File: config.mk
export PLATFORM = sky130hd
export DESIGN_NAME = muldiv_seq
export DESIGN_NICKNAME = d
export VERILOG_FILES = /design/src/rtl/muldiv_seq_pkg.sv /design/src/rtl/muldiv_step.sv /design/src/rtl/muldiv_seq.sv
export SDC_FILE = /design/constraint.sdc
export NUM_CORES = 1
export LEC_CHECK = 0
export ABC_AREA = 1
export BUFFER_PORTS_ARGS = -buffer_cell sky130_fd_sc_hd__buf_2
export CORE_MARGIN = 8
export CORE_UTILIZATION = 50
export DETAILED_ROUTE_END_ITERATION = 10
export GPL_TIMING_DRIVEN = 1
export PLACE_DENSITY = 0.69
export SLEW_MARGIN = 20
export SYNTH_ARGS = -nofsm -noshare
export SYNTH_HDL_FRONTEND = slang
export SYNTH_SLANG_ARGS = --single-unit
export TNS_END_PERCENT = 30
File: constraint.sdc
create_clock -name clk_i -period 4.05 [get_ports clk_i]
set_clock_uncertainty 0.05 [all_clocks]
set_input_delay 0.405 -clock clk_i [delete_from_list [all_inputs] [get_ports clk_i]]
set_output_delay 0.405 -clock clk_i [all_outputs]
set_load 0.02 [all_outputs]
File: src/rtl/muldiv_seq_pkg.sv
// Shared defines for the mul/div sequencer: ALU op codes and FSM states.
// Imported by the sequencer top, its step datapath and the bench.
package muldiv_seq_pkg;

  localparam int XLEN = 32;

  localparam logic [4:0] ALUOP_MULT  = 5'h18;
  localparam logic [4:0] ALUOP_MULTU = 5'h19;
  localparam logic [4:0] ALUOP_DIV   = 5'h1a;
  localparam logic [4:0] ALUOP_DIVU  = 5'h1b;

  typedef enum logic [1:0] {
    ST_IDLE = 2'd0,
    ST_RUN  = 2'd1,
    ST_FIX  = 2'd2
  } state_e;

endpackage

File: src/rtl/muldiv_step.sv
// One shift-add multiply or restoring-divide iteration.
// Purely combinational so it can be checked against a full multiplier.
module muldiv_step #(
  parameter int W = 32
) (
  input  logic         div_i,
  input  logic [2*W:0] acc_i,
  input  logic [W-1:0] opd_i,
  output logic [2*W:0] acc_o
);

  logic [W:0]   sum;
  logic [2*W:0] sh;
  logic [W:0]   rem_sh;
  logic [W:0]   diff;

  always_comb begin
    sum    = acc_i[2*W:W] + (acc_i[0] ? {1'b0, opd_i} : '0);
    sh     = {acc_i[2*W-1:0], 1'b0};
    rem_sh = sh[2*W:W];
    diff   = rem_sh - {1'b0, opd_i};
    if (div_i) begin
      if (rem_sh >= {1'b0, opd_i}) begin
        acc_o = {1'b0, diff[W-1:0], sh[W-1:1], 1'b1};
      end else begin
        acc_o = {1'b0, rem_sh[W-1:0], sh[W-1:0]};
      end
    end else begin
      acc_o = {1'b0, sum, acc_i[W-1:1]};
    end
  end

endmodule

File: src/rtl/muldiv_seq.sv
// Multi-cycle MULT/MULTU/DIV/DIVU sequencer owning HI/LO.
// One bit per cycle; MTHI/MTLO land only while idle.
module muldiv_seq
  import muldiv_seq_pkg::*;
#(
  parameter int WIDTH = 32
) (
  input  logic             clk_i,
  input  logic             rst_n_i,
  input  logic             start_i,
  input  logic [4:0]       aluop_i,
  input  logic [WIDTH-1:0] src0_i,
  input  logic [WIDTH-1:0] src1_i,
  input  logic             cancel_i,
  input  logic             hi_we_i,
  input  logic             lo_we_i,
  input  logic [WIDTH-1:0] wdata_i,
  output logic             busy_o,
  output logic             done_o,
  output logic             div0_o,
  output logic [WIDTH-1:0] hi_o,
  output logic [WIDTH-1:0] lo_o
);

  localparam int CW = $clog2(WIDTH);
  localparam int AW = 2*WIDTH+1;

  state_e           state_q, state_d;
  logic [CW-1:0]    cnt_q, cnt_d;
  logic [AW-1:0]    acc_q, acc_d, acc_nx;
  logic [WIDTH-1:0] opd_q, opd_d;
  logic             div_q, div_d;
  logic             neg_q, neg_d;
  logic             rneg_q, rneg_d;
  logic             dz_q, dz_d;
  logic [WIDTH-1:0] hi_q, hi_d;
  logic [WIDTH-1:0] lo_q, lo_d;
  logic             done_q, done_d;
  logic             div0_q, div0_d;

  logic             op_ok, op_div, op_sgn;
  logic             accept;
  logic [WIDTH-1:0] mag0, mag1;
  logic [2*WIDTH-1:0] prod;
  logic [WIDTH-1:0] quo, rem;
  logic             unused_carry;

  always_comb begin
    op_ok  = 1'b0;
    op_div = 1'b0;
    op_sgn = 1'b0;
    unique case (aluop_i)
      ALUOP_MULT:  begin op_ok = 1'b1; op_sgn = 1'b1; end
      ALUOP_MULTU: begin op_ok = 1'b1; end
      ALUOP_DIV:   begin op_ok = 1'b1; op_div = 1'b1; op_sgn = 1'b1; end
      ALUOP_DIVU:  begin op_ok = 1'b1; op_div = 1'b1; end
      default:     ;
    endcase
  end

  assign accept = (state_q == ST_IDLE) & start_i & ~cancel_i & op_ok;
  assign mag0   = (op_sgn & src0_i[WIDTH-1]) ? -src0_i : src0_i;
  assign mag1   = (op_sgn & src1_i[WIDTH-1]) ? -src1_i : src1_i;

  muldiv_step #(.W(WIDTH)) u_step (
    .div_i (div_q),
    .acc_i (acc_q),
    .opd_i (opd_q),
    .acc_o (acc_nx)
  );

  // With a zero divisor the remainder ends up as |dividend|, so the
  // normal remainder fix-up already restores src0 as issued.
  assign prod = neg_q  ? -acc_q[2*WIDTH-1:0] : acc_q[2*WIDTH-1:0];
  assign quo  = neg_q  ? -acc_q[WIDTH-1:0]   : acc_q[WIDTH-1:0];
  assign rem  = rneg_q ? -acc_q[2*WIDTH-1:WIDTH]
                       : acc_q[2*WIDTH-1:WIDTH];
  assign unused_carry = acc_q[AW-1];

  always_ff @(posedge clk_i or negedge rst_n_i) begin
    if (!rst_n_i) begin
      state_q <= ST_IDLE;
    end else begin
      state_q <= state_d;
    end
  end

  always_comb begin
    state_d = state_q;
    unique case (state_q)
      ST_IDLE: if (accept) state_d = ST_RUN;
      ST_RUN: begin
        if (cancel_i) state_d = ST_IDLE;
        else if (cnt_q == CW'(WIDTH-1)) state_d = ST_FIX;
      end
      ST_FIX:  state_d = ST_IDLE;
      default: state_d = ST_IDLE;
    endcase
  end

  always_comb begin
    cnt_d  = cnt_q;
    acc_d  = acc_q;
    opd_d  = opd_q;
    div_d  = div_q;
    neg_d  = neg_q;
    rneg_d = rneg_q;
    dz_d   = dz_q;
    hi_d   = hi_q;
    lo_d   = lo_q;
    done_d = 1'b0;
    div0_d = 1'b0;
    unique case (state_q)
      ST_IDLE: begin
        if (hi_we_i) hi_d = wdata_i;
        if (lo_we_i) lo_d = wdata_i;
        if (accept) begin
          cnt_d  = '0;
          div_d  = op_div;
          neg_d  = op_sgn & (src0_i[WIDTH-1] ^ src1_i[WIDTH-1]);
          rneg_d = op_sgn & op_div & src0_i[WIDTH-1];
          dz_d   = op_div & (src1_i == '0);
          acc_d  = {{(WIDTH+1){1'b0}}, op_div ? mag0 : mag1};
          opd_d  = op_div ? mag1 : mag0;
        end
      end
      ST_RUN: begin
        cnt_d = cnt_q + 1'b1;
        acc_d = acc_nx;
      end
      ST_FIX: begin
        if (!cancel_i) begin
          if (div_q) begin
            hi_d = rem;
            lo_d = dz_q ? '1 : quo;
          end else begin
            hi_d = prod[2*WIDTH-1:WIDTH];
            lo_d = prod[WIDTH-1:0];
          end
          done_d = 1'b1;
          div0_d = dz_q;
        end
      end
      default: ;
    endcase
  end

  always_ff @(posedge clk_i or negedge rst_n_i) begin
    if (!rst_n_i) begin
      cnt_q  <= '0;
      acc_q  <= '0;
      opd_q  <= '0;
      div_q  <= 1'b0;
      neg_q  <= 1'b0;
      rneg_q <= 1'b0;
      dz_q   <= 1'b0;
      hi_q   <= '0;
      lo_q   <= '0;
      done_q <= 1'b0;
      div0_q <= 1'b0;
    end else begin
      cnt_q  <= cnt_d;
      acc_q  <= acc_d;
      opd_q  <= opd_d;
      div_q  <= div_d;
      neg_q  <= neg_d;
      rneg_q <= rneg_d;
      dz_q   <= dz_d;
      hi_q   <= hi_d;
      lo_q   <= lo_d;
      done_q <= done_d;
      div0_q <= div0_d;
    end
  end

  assign busy_o = (state_q != ST_IDLE);
  assign done_o = done_q;
  assign div0_o = div0_q;
  assign hi_o   = hi_q;
  assign lo_o   = lo_q;

endmodule

; ---- Yosys cells after proc, flatten, opt, wreduce, memory -nomap -nowiden
; Index checks and enable logic that the tools add are counted.
[op_classes]
n_addsub = 8
magnitude_cmp = 1
eq_ne = 12
muxes = 34
n_bitwise = 11
n_reduce_logical = 13
[ops]
columns = op, count
row1 = 32-bit 2-to-1 mux, 14
row2 = 64-bit 2-to-1 mux, 3
row3 = 65-bit case mux with 2 select lines, 1
row4 = 32-bit negation, 4
row5 = 32-bit case mux with 2 select lines, 2
row6 = 65-bit 2-to-1 mux, 1
row7 = 64-bit negation, 1
row8 = 33-bit by 32-bit adder with 33-bit output, 1
row9 = 33-bit by 32-bit greater-or-equal comparator with 1-bit output, 1
row10 = 32-bit logical NOT, 1
row11 = 32-bit subtractor, 1
row12 = "5-bit == test, second input constant", 5
row13 = 5-bit case mux with 2 select lines, 1
row14 = 1-bit bitwise AND, 9
row15 = "2-bit inequality test, second input constant", 4
row16 = 1-bit 2-to-1 mux, 7
row17 = 2-bit 2-to-1 mux, 3
row18 = 2-bit AND reduction, 3
row19 = 3-bit AND reduction, 2
row20 = 2-bit nonzero test, 3
row21 = "5-bit by 1-bit adder with 5-bit output, second input constant", 1
row22 = 5-bit 2-to-1 mux, 1
row23 = 2-bit case mux with 2 select lines, 1
row24 = 2-bit OR reduction, 2
row25 = 7 further kinds, 7
[totals]
regBits = 174
output_inout_bits = 67

; ---- Depth between registers and ports, before layout
[logic_depth]
depth_word = 8
depth_mapped = 20

; ---- By module
; A second synthesis with hierarchy kept.
[unflattened]
hier_cells = 3126
area_unflattened_um2 = 18094.9
[by_module_without_submodules]
columns = module, instances, cells_per_inst, area_each_um2, seq_area_each_um2
row1 = muldiv_seq, 1, 1834, 11891.4, 4354.2
row2 = muldiv_step, 1, 1292, 6203.4, 0.0

; ---- Worst setup path after synthesis
; No wires, ideal clock.
[synth_timing]
kind = register to register
startpoint = register acc_q[0]
endpoint = register acc_q[61]
arrival_ns = 2.462
path_slack_ns = 1.420
path_stages_with_launch = 18
n_path_buf = 2
period_less_slack_ns = 2.630
cell_sequence = dfrtp_1 -> buf_2 -> clkbuf_1 -> nand2_1 -> inv_1 -> ha_1 -> inv_1 -> fa_1 -> o21ai_0 -> nand2_1 -> nand2_1 -> nand2_1 -> nand2_1 -> nand3b_1 -> nand3_1 -> nand3_1 -> nand3_1 -> nand2_1
[synth_between]
elab_chain_len = 4
[synth_lines]
columns = element, line
row1 = from (decl), muldiv_seq.sv:30  ; logic [AW-1:0] acc_q, acc_d, acc_nx;
row2 = from (signal assigned), muldiv_seq.sv:151  ; acc_q <= '0;
row3 = from (signal assigned), muldiv_seq.sv:163  ; acc_q <= acc_d;
row4 = 32-bit 2-to-1 mux, muldiv_step.sv:18  ; sum = acc_i[2*W:W] + (acc_i[0] ? {1'b0, opd_i} : '0);
row5 = 33-bit by 32-bit adder with 33-bit output, muldiv_step.sv:18
row6 = 64-bit 2-to-1 mux, muldiv_step.sv:22  ; if (div_i) begin
row7 = 65-bit case mux with 2 select lines, muldiv_seq.sv:113  ; unique case (state_q)
; Every way passes these cells.
; A chain may end at the register's enable or synchronous reset.

; ---- Worst setup path after layout
[layout_timing]
startpoint = register acc_q[0]
endpoint = register acc_q[63]
; Same word-level chain as after synthesis.

==> impl_results.md <==
- Vias: 21997
- Warnings from Yosys: 0
- Layout cells sized above 1: 0.0918
- FFs w/ async S/R, synth: 1.00
- Largest family of logic cells by synthesized area: simple AND/OR/NAND/NOR gates
- Die height: 207 um
- Wirelength per Cell: 21.1 um
- Met3 Track Usage GR: 0.0605
- Post-synth EDFFs: 0
- Synthesis-to-finish area growth: 10.7%
- Fin cells: 3746
- DRT Wirelength: 79100 um
- Synth Area in Adders: 0.0502
- Num ports: 174
- CTS Root Cell: clkbuf_16
- Worst EP required: 4.40 ns
- Setup total negative slack: 0 ns
- Met1 Track Usage GR: 0.476
- Syn avg cell area: 5.81 um2
- Simple-Gate Fraction of Synth Area: 0.419
- CP Data Arrival Time: 3.54 ns
- CP bufs+invs: 3
- Min cycle time layout: 3.19 ns
- Final Setup Violations: 0
- Fin. Hold Viols: 0
- CTS Buf Count: 17
- Worst path top cell family by delay: simple AND/OR/NAND/NOR gates
- Core footprint: 0.0363 mm2
- #FFs+latches synth: 173
- Tot Pwr: 13.0 mW
- CTS tree: built
- Setup bufs post-CTS: 0
- Global route overflow: 0
- Final nets: 3444
- Synth Net Count: 3322
- Via-to-Cell Ratio: 5.87
- Max Slew Vio Count: 0
- Site Rows: 70
- GPL Wtd Cong: 0.998
- Routed Antenna Nets: 0
- Die footprint: 0.0429 mm2
- Initial cell density of the core: 0.504
- Antenna Cells: 0
- Clk_lat worst skew: 0.46 ns
- Crit path launch type: flop
- Die Width: 207 um
- Setup slack, reg-to-reg: 0.86 ns
- Cell area after synthesis: 0.0183 mm2
- CTS H-tree depth: 4
- Global route hottest layer: met2
- Outcome: finished clean
- Starting DRT DRC Count: 2882
- GR met2 Demand/Resource: 0.544
- Fill cells: 3806
- Initial antenna violation count: 1
- Leak: 10.6 nW
- Complex-gate fraction of the synthesized area: 0.154
- Max Freq: 0.314 GHz
- Mux cell area share after synthesis: 0
- Critical path class: reg2reg
- Crit end category: flop
- Sequential area share after synthesis: 0.237
- GRT Total Usage: 0.353
- Commonest non-fill, non-tap cell in the layout: nand2_1
- Sink Count: 173
- CP Cell Sequence: nand2_1 -> inv_1 -> ha_1 -> inv_1 -> fa_1 -> o21ai_0 -> nand2_1 -> nand2_1 -> nand2_1 -> nand2_1 -> nand2_1 -> nand3_1 -> nand2_1 -> nand2_1 -> nand2_1 -> inv_1 -> nand2_1 -> nand2_1
- Fin crit share: 0.786
- CP max stage delay: 0.75 ns
- First-pass GRT wire length: 120000 um
- Max_cap viols: 0
- Post-route DRC: 0
- Number of library cell types mapped by synthesis: 56
- Largest net degree at the start of global routing: 81
- Hold Path Class: in2reg
- First-pass DRT Iterations: 7
- Worst-margin pin slew: 0.962 ns
- Worst-path clk slew: 0.08 ns
- Placed Cells: 3713
- Cell mode on critical path: nand2_1
- Syn Inst Count: 3143
- Commonest non-fill, non-tap cells in the layout: 875 x nand2_1, 425 x nor2_1, 419 x inv_1, 342 x nand3_1, 230 x a21oi_1
- Maximum VDD drop: 0.343 mV
- Rel. slew slack: 0.358
- CTS Buffer Depth: 2
- Ys flop type: dfrtp_1
- RSZ-0062 raised after global routing: no
- Vias in the first global route: 20444
- Slowest CP cell: dfrtp_1
- I/O Buffers: 173
- Power Density: 645 mW/mm2
- Dpl hpwl: 64600 um
- Post-synthesis xor/xnor area fraction: 0.0264
- Worst-path fanout max: 20
[repair_timing]
| item | CTS | global route |
|---|---|---|
| hold endpoints to repair | 11 | 0 |
| resized for setup | 0 | 0 |
| hold buffers | 1 | 0 |
[cell families (layout without fill, tap and decap cells)]
| kind of cell | Yosys count | count (layout) |
|---|---|---|
| AND/OR/NAND/NOR | 1801 | 1801 |
| adder cells (fa/ha/maj) | 72 | 72 |
| flip-flops | 173 | 173 |
| buffers and inverters | 533 | 668 |
| AO/OA/AOI/OAI | 509 | 509 |
| XOR/XNOR | 55 | 55 |
[per-layer routing]
metal,routed length [um],vias to the layer above
met5,13,-
met4,4010,2
met2,34700,1295
met1,32500,10053
li1,-,10440
met3,7950,207
[registers in the layout, indices dropped and copies added, names as in the netlist, 2 cells and up]
register  count
hi_o         32
opd_q        32
cnt_q         5
state_q       2
lo_o         32
acc_q        64
[worst register-to-register path: cells and delay by family (launching register included)]
family,cells,cell delay (ns)
buf+inv,3,0.23
compound gates,1,0.40
fa+ha+maj,2,0.61
simple gates,12,1.08
flops,1,0.75
[synthesized netlist by cell type (9+ instances only)]
cell type	number	share of area
a31oi_1	20	0.0069
nor2_1	429	0.088
buf_1	24	0.0049
buf_2	18	0.0049
o221ai_1	12	0.0058
nand3_1	342	0.094
ha_1	70	0.048
o211ai_1	22	0.0090
dfrtp_1	173	0.24
o21ai_1	11	0.0030
nor3_1	33	0.0090
inv_1	419	0.086
o21ai_0	165	0.045
xnor2_1	11	0.0053
a22oi_1	9	0.0037
clkbuf_1	56	0.012
o21bai_1	9	0.0037
a21oi_1	230	0.063
xor2_1	44	0.021
nand2_2	15	0.0051
nand3b_1	18	0.0074
nand2_1	875	0.18
nand4_1	52	0.018
nor2_2	13	0.0045
[path summary, 6_finish.rpt]
kind | start | to | depth (start not counted)
worst max-delay path | acc_q[0]$_DFFE_PN0P_ | acc_q[63]$_DFFE_PN0P_ | 18
worst min register to register | lo_o[23]$_DFFE_PN0P_ | lo_o[23]$_DFFE_PN0P_ | 2
worst max register to register | acc_q[0]$_DFFE_PN0P_ | acc_q[63]$_DFFE_PN0P_ | 18
worst min-delay path | cancel_i | done_o$_DFF_PN0_ | 2
min in group asynchronous | rst_n_i | hi_o[24]$_DFFE_PN0P_ | 2
max in group asynchronous | rst_n_i | acc_q[23]$_DFFE_PN0P_ | 3
[stage by stage]
stage	hold slack, ns	worst slack, ns	util	cell area, um2
2_1_floorplan	0.0594	1.42	-	18300
5_1_grt	0.115	0.540	0.557	20200
3_5_place_dp	0.417	0.955	0.539	19500
6_report	0.0850	0.865	0.557	20200
3_3_place_gp	0.410	1.01	0.539	19500
4_1_cts	0.0881	0.942	0.557	20200
[where the power goes]
part / switching (mW) / leakage, nW / internal (mW)
logic: 5.76 / 8.28 / 2.52
registers: 0.748 / 2.05 / 2.14
clock network: 0.908 / 0.316 / 0.969
total: 7.41 / 10.6 / 5.63
[cell type report]
class                           count  area [um2]  share of cell area
Multi-Input combinational cell   2437       11900               0.588
Clock inverter                     15         240              0.0119
Tap cell                          468         586              0.0290
Timing Repair Buffer              207        1130              0.0559
Sequential cell                   173        4330               0.214
Clock buffer                       17         425              0.0211
Inverter                          429        1610              0.0798
(Power assumes the default switching activity.)
